### config.mk
export PLATFORM = sky130hd
export DESIGN_NAME = nt_access_sequencer
export DESIGN_NICKNAME = d
export VERILOG_FILES = /design/src/rtl/nt_access_sequencer.sv
export SDC_FILE = /design/constraint.sdc
export NUM_CORES = 1
export LEC_CHECK = 0
export CAP_MARGIN = 20
export CORE_MARGIN = 2
export CORE_UTILIZATION = 46
export CTS_BUF_LIST = sky130_fd_sc_hd__clkbuf_16
export CTS_CLUSTER_DIAMETER = 150
export DETAILED_ROUTE_END_ITERATION = 16
export PLACE_DENSITY = 0.77
export SLEW_MARGIN = 5
export SYNTH_ARGS = -nofsm -noshare
export SYNTH_HDL_FRONTEND = slang
export SYNTH_SLANG_ARGS = --single-unit
### constraint.sdc
create_clock -name clk -period 2.46 [get_ports clk]
set_clock_uncertainty 0.15 [all_clocks]
set_input_delay 0.246 -clock clk [delete_from_list [all_inputs] [get_ports clk]]
set_output_delay 0.246 -clock clk [all_outputs]
set_load 0.005 [all_outputs]
### src/rtl/nt_access_sequencer.sv
// Neighbor-table access sequencer: arbitrates packet-driven table updates (lookup, QTU,
// write-back) against findMyBest scans, and owns the neighbor count.
module nt_access_sequencer #(
    parameter int MAX_NEIGHBORS = 16,
    parameter int ADDR_WIDTH    = 4,
    parameter int WORD_WIDTH    = 16
) (
    input  logic                  clk,
    input  logic                  nrst,
    input  logic                  upd_req,
    input  logic [WORD_WIDTH-1:0] upd_srcID,
    output logic                  upd_ack,
    output logic                  upd_drop,
    input  logic                  fmb_req,
    output logic                  fmb_done,
    output logic                  nt_rd_en,
    output logic                  nt_wr_en,
    output logic [ADDR_WIDTH-1:0] nt_addr,
    input  logic [WORD_WIDTH-1:0] nt_rd_id,
    input  logic [WORD_WIDTH-1:0] nt_rd_hops,
    input  logic [WORD_WIDTH-1:0] nt_rd_q,
    output logic                  qtu_start,
    input  logic                  qtu_done,
    output logic [WORD_WIDTH-1:0] neighborCount,
    output logic [WORD_WIDTH-1:0] best_id,
    output logic [WORD_WIDTH-1:0] best_hops,
    output logic [WORD_WIDTH-1:0] best_q,
    output logic                  best_valid,
    output logic                  busy
);

    typedef enum logic [2:0] {
        IDLE, U_SCAN, U_QTU, U_WRITE, U_ACK, F_SCAN, F_DONE
    } state_t;

    state_t                state, state_nxt;
    logic [ADDR_WIDTH:0]   scan_addr;
    logic [ADDR_WIDTH-1:0] rd_addr;
    logic [ADDR_WIDTH-1:0] slot;
    logic                  rd_pend;
    logic                  is_new;
    logic                  drop;
    logic                  qtu_issued;
    logic [WORD_WIDTH-1:0] run_id, run_hops, run_q;
    logic                  run_valid;
    logic                  scan_end, hit, full, better;

    assign scan_end = (WORD_WIDTH'(scan_addr) == neighborCount);
    assign full     = (neighborCount == WORD_WIDTH'(MAX_NEIGHBORS));
    // A hit suppresses the read issued in the same cycle, so the scan stops at the match.
    assign hit      = (state == U_SCAN) && rd_pend && (nt_rd_id == upd_srcID);
    assign better   = !run_valid || (nt_rd_hops < run_hops) ||
                      ((nt_rd_hops == run_hops) && (nt_rd_q > run_q));
    assign busy     = (state != IDLE);

    always_ff @(posedge clk or negedge nrst) begin
        if (!nrst) state <= IDLE;
        else       state <= state_nxt;
    end

    always_comb begin
        state_nxt = state;
        nt_rd_en  = 1'b0;
        nt_wr_en  = 1'b0;
        nt_addr   = '0;
        qtu_start = 1'b0;
        upd_ack   = 1'b0;
        upd_drop  = 1'b0;
        fmb_done  = 1'b0;
        case (state)
            IDLE: begin
                if (upd_req)      state_nxt = U_SCAN;
                else if (fmb_req) state_nxt = F_SCAN;
            end
            U_SCAN: begin
                nt_addr = scan_addr[ADDR_WIDTH-1:0];
                if (hit)            state_nxt = U_QTU;
                else if (!scan_end) nt_rd_en  = 1'b1;
                else if (full)      state_nxt = U_ACK;
                else                state_nxt = U_QTU;
            end
            U_QTU: begin
                nt_addr   = slot;
                qtu_start = !qtu_issued;
                if (qtu_done) state_nxt = U_WRITE;
            end
            U_WRITE: begin
                nt_addr   = slot;
                nt_wr_en  = 1'b1;
                state_nxt = U_ACK;
            end
            U_ACK: begin
                upd_ack   = 1'b1;
                upd_drop  = drop;
                state_nxt = IDLE;
            end
            F_SCAN: begin
                nt_addr = scan_addr[ADDR_WIDTH-1:0];
                if (!scan_end) nt_rd_en  = 1'b1;
                else           state_nxt = F_DONE;
            end
            F_DONE: begin
                fmb_done  = 1'b1;
                state_nxt = IDLE;
            end
            default: state_nxt = IDLE;
        endcase
    end

    always_ff @(posedge clk or negedge nrst) begin
        if (!nrst) begin
            scan_addr     <= '0;
            rd_addr       <= '0;
            slot          <= '0;
            rd_pend       <= 1'b0;
            is_new        <= 1'b0;
            drop          <= 1'b0;
            qtu_issued    <= 1'b0;
            run_id        <= '0;
            run_hops      <= '0;
            run_q         <= '0;
            run_valid     <= 1'b0;
            neighborCount <= '0;
            best_id       <= '0;
            best_hops     <= '0;
            best_q        <= '0;
            best_valid    <= 1'b0;
        end else begin
            rd_pend    <= nt_rd_en;
            qtu_issued <= (state == U_QTU);
            if (nt_rd_en) rd_addr <= scan_addr[ADDR_WIDTH-1:0];
            if (state == IDLE)  scan_addr <= '0;
            else if (nt_rd_en)  scan_addr <= scan_addr + (ADDR_WIDTH+1)'(1);
            case (state)
                IDLE: begin
                    run_valid <= 1'b0;
                    run_id    <= '0;
                    run_hops  <= '0;
                    run_q     <= '0;
                end
                U_SCAN: begin
                    if (hit) begin
                        slot   <= rd_addr;
                        is_new <= 1'b0;
                        drop   <= 1'b0;
                    end else if (scan_end) begin
                        slot   <= scan_addr[ADDR_WIDTH-1:0];
                        is_new <= 1'b1;
                        drop   <= full;
                    end
                end
                U_WRITE: begin
                    if (is_new) neighborCount <= neighborCount + WORD_WIDTH'(1);
                end
                F_SCAN: begin
                    // Strict compares keep the lowest address among exact ties.
                    if (rd_pend && better) begin
                        run_id    <= nt_rd_id;
                        run_hops  <= nt_rd_hops;
                        run_q     <= nt_rd_q;
                        run_valid <= 1'b1;
                    end
                end
                F_DONE: begin
                    best_id    <= run_id;
                    best_hops  <= run_hops;
                    best_q     <= run_q;
                    best_valid <= run_valid;
                end
                default: ;
            endcase
        end
    end

endmodule

==> tab_implementation.tex, run 1 <==
\begin{tabular}{lr}
\hline
Metric & Value \\
\hline
\multicolumn{2}{l}{\textbf{Outcome}} \\
Outcome & complete, but fails checks \\
Violations in the final reports & setup timing \\
\multicolumn{2}{l}{\textbf{Drt}} \\
Avg WL per Cell & 16.7 um \\
DR pass1 iterations & 4 \\
Detailed-route wire length & $\sim$17000 um \\
Via count normalized by instance count & 5.21 \\
Iter 0 DRT Violations & 317 \\
DRC violations left & 0 \\
Antenna Violating Nets Remaining & 0 \\
Total number of vias & between 5000 and 6000 \\
\multicolumn{2}{l}{\textbf{Floorplan}} \\
Number of ports placed on the die boundary & 145 \\
Placement row count & 42 \\
Initial cell density of the core & a little under half \\
DIE AREA & 14600 um2 \\
Core area & 13300 um2 \\
DIE HEIGHT & 121 um \\
Die Width & 121 um \\
\multicolumn{2}{l}{\textbf{Logic synthesis}} \\
Net count after synthesis & $\sim$700 \\
Leading area contributor after synthesis & sky130\_fd\_sc\_hd\_\_dfrtp\_1 \\
Most frequently used flop master after synthesis & sky130\_fd\_sc\_hd\_\_dfrtp\_1 \\
Most numerous cell types in the synthesized netlist & 134 x sky130\_fd\_sc\_hd\_\_dfrtp\_1, 106 x sky130\_fd\_sc\_hd\_\_nand2\_1, 52 x sky130\_fd\_sc\_hd\_\_a22o\_1, 42 x sky130\_fd\_sc\_hd\_\_inv\_1, 40 x sky130\_fd\_sc\_hd\_\_o21ai\_0 \\
Synthesized cell area & about 6300 um2 \\
Count leader, synth & sky130\_fd\_sc\_hd\_\_dfrtp\_1 \\
Number of distinct library cell variants in the gate-level netlist after synthesis & 40 \\
Count of flip-flops with a built-in enable after synthesis & 0 \\
Post-synth top area share & 53.3\% \\
Count of warnings emitted by yosys & 0 \\
Async set-reset flop share out of synthesis & 100\% \\
Post-synthesis register bit count & between 100 and 150 \\
Post-synthesis instance total & 598 \\
Avg Cell Area, Syn & around 11 um2 \\
Sequential area share after synthesis & 53.3\% \\
Cell types with the largest area share after synthesis & sky130\_fd\_sc\_hd\_\_dfrtp\_1 53\%, sky130\_fd\_sc\_hd\_\_a22o\_1 7.2\%, sky130\_fd\_sc\_hd\_\_ha\_1 7.0\%, sky130\_fd\_sc\_hd\_\_nand2\_1 6.3\%, sky130\_fd\_sc\_hd\_\_xnor2\_1 3.6\% \\
\multicolumn{2}{l}{\textbf{STA}} \\
F\_max & 0.374 GHz \\
Final-report hold violation count & 0 \\
Setup TNS Final & -8740 ps \\
Setup repair after global routing missed its margin & true \\
Final cycle utilization of the critical path & 109\% \\
Worst slew slack as a fraction of its limit & 50.9\% \\
Worst setup slack after layout & -215 ps \\
Setup Viol. Count Final & 49 \\
Minimum period implied by the final worst setup slack & 2680 ps \\
Slew Viols, Final & 0 \\
Worst hold-check slack & 193 ps \\
Slew at the pin closest to its max-slew limit & approximately 740 ps \\
\multicolumn{2}{l}{\textbf{Setup path}} \\
Register-to-register setup slack & -220 ps \\
R2R cell count & 10 \\
CP endpoint & run\_hops[14]\$\_DFFE\_PN0P\_ \\
WP data required & 2660 ps \\
Source of the worst register-to-register timing path & run\_hops[9]\$\_DFFE\_PN0P\_ \\
End of the worst register-to-register path & run\_hops[14]\$\_DFFE\_PN0P\_ \\
Top fanout value on the critical path & 16 \\
Critical path origin & run\_hops[9]\$\_DFFE\_PN0P\_ \\
Worst Setup End Kind & flip-flop \\
Category of the worst setup path launch point & flip-flop \\
Worst EP arrival & between 2000 and 3000 ps \\
Critical Setup Path Class & reg2reg \\
\multicolumn{2}{l}{\textbf{Clock tree}} \\
Clock tree from TritonCTS & yes \\
CTS buffer count & 17 \\
H-tree levels & 4 \\
Master cell of the clock root buffer & sky130\_fd\_sc\_hd\_\_clkbuf\_16 \\
Post-CTS clock slew at the launch and capture registers of the worst setup and hold paths & 60 ps \\
Maximum count of clock buffers along a single path & 2 \\
Clock Latency Late Sink & approximately 420 ps \\
Clock Sink Count & between 100 and 150 \\
\multicolumn{2}{l}{\textbf{Placed design}} \\
Detailed Place HPWL & between 10000 and 15000 um \\
Total placed instance area & around 8500 um2 \\
Routability congestion estimate & between 0.8 and 0.9 \\
Buffers added on ports & 144 \\
Dpl ws & -582 ps \\
\multicolumn{2}{l}{\textbf{Layout}} \\
Net total in the final layout & about 900 \\
Share of the core filled with cells in the final layout & 70.0\% \\
Post-route cell area & slightly above 9000 um2 \\
Number of antenna repair diodes & 0 \\
Area growth from synthesis to layout & 48.0\% \\
Fraction of layout cells with a size suffix above 1 & between 10\% and 20\% \\
\multicolumn{2}{l}{\textbf{Global route}} \\
Largest net degree at the start of global routing & just over 80 \\
Grt ovf & 0 \\
Wire length of the first global-routing pass & 27600 um \\
Overall routing resource usage & approximately a quarter \\
Initial antenna violation count & 0 \\
Number of global-route vias before repair & $\sim$5600 \\
\multicolumn{2}{l}{\textbf{Pwr}} \\
Power density over cell area & approximately 1000 nW/um2 \\
Reported leakage power & 4.32 nW \\
Maximum VDD drop & $\sim$470 uV \\
\multicolumn{2}{l}{\textbf{Worst hold path}} \\
Kind of path behind the tightest hold check & in2async \\
\multicolumn{2}{l}{\textbf{Run}} \\
Max-Cap Viols & 0 \\
\hline
\end{tabular}
layout make-up:
type / instances / area, um2
Fill cell: 941 / 3990
Inverter: 43 / 161
Clock buffer: 17 / 425
Sequential cell: 134 / 3350
Tap cell: 176 / 220
Timing Repair Buffer: 231 / 2190
Multi-Input combinational cell: 393 / 2810
Clock inverter: 15 / 146
how the worst min path moves through the flow:
stage	start	to	slack, ps	cells after the start
after detailed placement	nrst	best_hops[8]$_DFFE_PN0P_	80	1
final	nrst	best_hops[6]$_DFFE_PN0P_	190	2
after CTS	nrst	best_hops[8]$_DFFE_PN0P_	210	2
after floorplan	nrst	best_hops[0]$_DFFE_PN0P_	-200	0
after global placement	nrst	best_hops[6]$_DFFE_PN0P_	80	1
after global routing	nrst	best_hops[6]$_DFFE_PN0P_	240	2
per-layer routing:
layer | track usage, % | up-vias | routed length, um
met1 | 29.6 | 2573 | 7100
met2 | 41.2 | 146 | 8530
met3 | 6.34 | 26 | 874
met4 | 7.63 | 0 | 303
li1 | - | 2513 | -
met5 | 0 | - | 0
cells by family (layout without fill, tap and decap cells):
kind of cell / after synthesis / in the layout / synth area share, %
buffers and inverters: 71 / 306 / 4.68
flip-flops: 134 / 134 / 53.3
multiplexers: 17 / 17 / 2.94
XOR/XNOR: 36 / 36 / 5.01
AO/OA/AOI/OAI: 123 / 123 / 13.8
adder cells (fa/ha/maj): 35 / 35 / 6.96
AND/OR/NAND/NOR: 182 / 182 / 13.3
metrics by stage:
stage | cells | power, mW
after floorplan | 598 | 4.59
after global placement | 964 | 6.30
after detailed placement | 964 | 6.42
after CTS | 1006 | 9.01
after global routing | 1009 | 9.60
final | 1009 | 9.07
where the power goes:
| part | leakage (nW) | switching (mW) | internal [mW] | total [mW] |
|---|---|---|---|---|
| Sequential | 1.84 | 0.380 | 2.81 | 3.19 |
| Combinational | 2.19 | 1.54 | 1.86 | 3.40 |
| Clock | 0.286 | 0.911 | 1.56 | 2.47 |
| Total | 4.32 | 2.83 | 6.23 | 9.07 |
cell usage in the layout, fill, tap and decap left out, drive strengths merged, types with 16 or more instances in the layout:
cell type      count
dfrtp            134
nand2            107
buf               87
inv               45
xnor2             26
ha                35
a22o              52
a21oi             16
clkbuf            18
o21ai             41
clkdlybuf4s50    142
what timing repair did:
action / 4_1_cts / 5_1_grt
hold buffers: 1 / 0
resized for setup: 24 / 16
pin swaps: 6 / 24
endpoints found under the hold margin: 51 / 0
gates cloned: 1 / 1
setup endpoints to repair: 49 / 55
buffers inserted: 8 / 3
state kept, by name (all words and copies together) (netlist names), 4 cells and up:
register and count:
rd_addr 4, best_q 16, slot 4, run_hops 16, scan_addr 5, run_id 16, neighborCount 16, run_q 16
best_hops 16, best_id 16
critical path, stage by stage, from the launching register on:
cell                       delay [ps]
sky130_fd_sc_hd__dfrtp_1          380
sky130_fd_sc_hd__inv_1            130
sky130_fd_sc_hd__ha_4             230
sky130_fd_sc_hd__a21o_1           160
sky130_fd_sc_hd__nand3_1           70
sky130_fd_sc_hd__a21oi_1           80
sky130_fd_sc_hd__or4b_4           550
sky130_fd_sc_hd__a311oi_4         380
sky130_fd_sc_hd__buf_4            190
sky130_fd_sc_hd__buf_12           140
sky130_fd_sc_hd__a22o_1           150
Note: power is estimated with default switching activity, not from simulation.
==> run 2: changes to the inputs <==
--- a/config.mk
+++ b/config.mk
@@ -5,6 +5,7 @@
 export SDC_FILE = /design/constraint.sdc
 export NUM_CORES = 1
 export LEC_CHECK = 0
+export ABC_CLOCK_PERIOD_IN_PS = 2460
 export CAP_MARGIN = 20
 export CORE_MARGIN = 2
 export CORE_UTILIZATION = 46
==> results of run 2 <==
Same layout as run 1: the final DEF is identical, and so are final timing and power.
